### src/rtl/rp32_ifu.sv
// rtl/rp32_ifu.sv - instruction fetch unit: fetch PC, program bus requester and prefetch FIFO
module rp32_ifu #(
    parameter int             PAW     = 32,
    parameter int             PDW     = 32,
    parameter int             FD      = 4,
    parameter logic [PAW-1:0] RST_ADR = '0
) (
    input  logic           clk,
    input  logic           rst_n,
    output logic           bup_req,
    output logic [PAW-1:0] bup_adr,
    input  logic [PDW-1:0] bup_dat,
    input  logic           bup_ack,
    input  logic           jmp_vld,
    input  logic [PAW-1:0] jmp_adr,
    output logic           ifu_vld,
    input  logic           ifu_rdy,
    output logic [PDW-1:0] ifu_ins,
    output logic [PAW-1:0] ifu_pc
);

    localparam int             AW         = $clog2(FD);
    localparam int             CW         = AW + 1;
    localparam int             BYTES      = PDW / 8;
    localparam logic [PAW-1:0] PC_INC     = PAW'(BYTES);
    localparam logic [PAW-1:0] ALIGN_MASK = ~(PAW'(BYTES - 1));

    logic [PAW-1:0] pc;
    logic [CW-1:0]  count;
    logic [AW-1:0]  rd_ptr;
    logic [AW-1:0]  wr_ptr;
    logic [PAW-1:0] adr_mem [FD];
    logic [PDW-1:0] ins_mem [FD];
    logic           push;
    logic           pop;

    // Full FIFO blocks fetch regardless of a concurrent pop: no bypass path.
    assign bup_req = rst_n && (count < CW'(FD)) && !jmp_vld;
    assign bup_adr = pc;
    assign push    = bup_req && bup_ack;

    assign ifu_vld = rst_n && (count != '0);
    assign pop     = ifu_vld && ifu_rdy;
    assign ifu_ins = ins_mem[rd_ptr];
    assign ifu_pc  = adr_mem[rd_ptr];

    always_ff @(posedge clk) begin
        if (!rst_n) begin
            pc     <= RST_ADR;
            count  <= '0;
            rd_ptr <= '0;
            wr_ptr <= '0;
        end else if (jmp_vld) begin
            // Redirect wins over any pop; push cannot happen since bup_req is low.
            pc     <= jmp_adr & ALIGN_MASK;
            count  <= '0;
            rd_ptr <= '0;
            wr_ptr <= '0;
        end else begin
            if (push) begin
                pc     <= pc + PC_INC;
                wr_ptr <= wr_ptr + 1'b1;
            end
            if (pop) begin
                rd_ptr <= rd_ptr + 1'b1;
            end
            if (push && !pop) begin
                count <= count + 1'b1;
            end else if (pop && !push) begin
                count <= count - 1'b1;
            end
        end
    end

    // Storage carries no reset; validity is tracked solely by count.
    always_ff @(posedge clk) begin
        if (push) begin
            adr_mem[wr_ptr] <= pc;
            ins_mem[wr_ptr] <= bup_dat;
        end
    end

endmodule

### config.mk
export PLATFORM = sky130hd
export DESIGN_NAME = rp32_ifu
export DESIGN_NICKNAME = d
export VERILOG_FILES = /design/src/rtl/rp32_ifu.sv
export SDC_FILE = /design/constraint.sdc
export NUM_CORES = 1
export LEC_CHECK = 0
export CAP_MARGIN = 20
export CORE_ASPECT_RATIO = 1.2
export CORE_MARGIN = 4
export CORE_UTILIZATION = 32
export DETAILED_ROUTE_END_ITERATION = 10
export PLACE_DENSITY = 0.6
export SYNTH_ARGS = -nofsm -noshare
export SYNTH_HDL_FRONTEND = slang
export SYNTH_SLANG_ARGS = --single-unit
export TNS_END_PERCENT = 50
### constraint.sdc
create_clock -name clk -period 6.8 [get_ports clk]
set_input_delay 2.04 -clock clk [delete_from_list [all_inputs] [get_ports clk]]
set_output_delay 2.04 -clock clk [all_outputs]
set_load 0.01 [all_outputs]
==> impl_metrics.ini <==
[logic_synthesis]
ys_ff_latch = 287
yosysWarnings = 0
synth_edf_count = 248
syn_area_um2 = 11300
synthArstFlopShare_pct = 0
yosysTopAreaCellShare_pct = 66.0
synthTopCellsByArea = edfxtp_1, mux4_2, dfxtp_1
ys_types = 51
ys_seq_area_share_pct = 72.9
ys.flop_type = edfxtp_1
yosys.area.top_type = edfxtp_1
avgSynthCellArea_um2 = 18.1
synthCells = 625

[routing]
dr.pass1.iters = 4
avgViaCountPerCell = 4.88
route.detailed.drc = 0
drtIter0Drc = 399
totalWireLength_mm = 26.1
post_drt_wl_per_cell_um = 20.4
via_count = 6241
antenna_left = 0

[critical_path]
end_kind = output pin
path_common_cell = clkdlybuf4s50_1
cpPeakStageDelay_ps = 560
worstSetupPathType = input port to output pin
crit_path_start_kind = input port
crit_slowest_cell = clkdlybuf4s50_1
worstPathCellList = clkdlybuf4s50_1 -> buf_4 -> o31a_1 -> clkdlybuf4s50_1
crit_path_max_fanout = 34
critPathArrivalTime_ps = 3650
worstPathRequired_ps = 4760

[sta]
setup_viol = 0
finClkSkew_ps = 8.66
rsz0062_at_grt = false
slew_headroom_pct = 31.4
fin_crit_sh_pct = 83.7
worst_slew_pin_slew_ps = 1030
slew_viol_final = 0
clock.fmax_mhz = 176
period_minus_slack_ps = 5690
setup_tns_ps = 0
hold_violations = 0

[die]
core_area_um2 = 34900
start_util_pct = 32.3
chipWidth_um = 179
die-area_um2 = 38300
rows = 75
pin_count = 167
die_h_um = 214

[global_routing]
use_met1_pct = 17.5
antenna_found_initial = 0
top_usage_layer = met2
grt_pass1_vias = 6506
globalRouteTotalUtil_pct = 13.3
grt_use_met3_pct = 3.16
gr-usage-met2_pct = 22.3
overflow = 0
grt_max_degree = 63
grt_pass1_wl_mm = 39.6

[cells_and_area]
final_layout_size_suffix_gt1_share_pct = 15.4
diodes = 0
final_common_cell = edfxtp_1
multi_input_area_um2 = 2880
layout.nets = 874
fill_cells = 3181
final_cell_mix = edfxtp_1, clkdlybuf4s50_1, mux4_2
area_growth_pct = 27.7
seqCellArea_um2 = 8240
layoutNonFillerInstCount = 1280

[clock_tree]
cts_buffers = 29
cts_tree = built
clkTransAtPathRegs_ps = 60
htree_levels = 1
cts_setup_buffers = 0
cts-resized-gates = 0
insertion_delay_ps = 540
clockBufferDepth = 3
cts_hold_buf = 0
clock-sinks = 287
cts_root_buf = clkbuf_16

[pwr]
p_leak_nw = 4.53
worst_ir_drop_vdd_mv = 0.140
power_per_cell_area_nw_per_um2 = 264

[place]
routabilityCongestion = 0.774
hpwl_mm = 16.0
dp.cells = 1226
port_buffers = 160

[outcome]
status = finished clean

[worst_hold_path]
hp-class = flop to flop

[run]
maxCapViolations = 0
metal layers:
metal,vias to the layer above,part of all wire (%)
met5,-,0
met4,0,2.7
met3,35,6.2
met2,192,48
met1,3129,43
li1,2885,-
path summary, 6_finish.rpt:
kind | startpoint | end | slack [ps] | depth (start not counted)
worst min-delay path | wr_ptr[1] | wr_ptr[1] | 500 | 2
worst max register to register | count[2] | count[2] | 4170 | 8
worst max-delay path | rst_n | ifu_vld | 1110 | 4
worst min register to register | wr_ptr[1] | wr_ptr[1] | 500 | 2
registers in the layout, summed over array words and instances, names as in the netlist, named ones only:
signal   count
count        3
bup_adr     30
wr_ptr       2
adr_mem    120
ins_mem    128
rd_ptr       2
metrics by stage:
| stage | total power [mW] | hold WS [ps] | util [%] | cell area (µm²) | setup slack [ps] |
|---|---|---|---|---|---|
| CTS | 3.87 | 502 | 41.2 | 14400 | 1090 |
| detailed placement | 2.23 | 493 | 38.4 | 13400 | 1100 |
| floorplan | 2.10 | 469 | - | 11300 | 1960 |
| global route | 3.96 | 537 | 41.3 | 14400 | 1020 |
| global placement | 2.23 | 488 | 38.4 | 13400 | 1090 |
| finish | 3.81 | 496 | 41.3 | 14400 | 1110 |
Yosys cell counts (all sizes together), types with 9 or more instances:
library cell  number
nand2b            11
mux4              62
dfxtp             39
a21oi             10
nor2              16
o21ai             25
xnor2             11
clkbuf            20
nand2             26
inv                9
buf               14
nand3             20
nand4             13
nor3              12
edfxtp           248
critical path: cells and delay by family:
family | cells | cell delay, ps
compound gates | 1 | 240
buf+inv | 3 | 1360
area by class of cell:
class                   instances  area share (%)
flip-flops and latches        287            57.2
clock inverters                15            1.42
inverters                      11           0.287
clock buffers                  36            5.22
well taps                     462            4.01
multi-input cells             296            20.0
repair buffers                173            11.9
power breakdown:
group | internal (mW) | switching [mW] | total, mW | leakage [nW]
combinational | 0.113 | 0.0902 | 0.203 | 1.47
clock | 0.972 | 0.641 | 1.61 | 0.469
sequential | 1.95 | 0.0440 | 1.99 | 2.59
total | 3.03 | 0.775 | 3.81 | 4.53
cell families after synthesis:
group | share of synthesized area, %
AO/OA/AOI/OAI | 3.98
multiplexers | 12.5
other | 0.0332
flip-flops | 72.9
adder cells (fa/ha/maj) | 0.843
XOR/XNOR | 1.24
buffers and inverters | 1.79
AND/OR/NAND/NOR | 6.74
No activity file was read; power rests on OpenSTA's default activity.
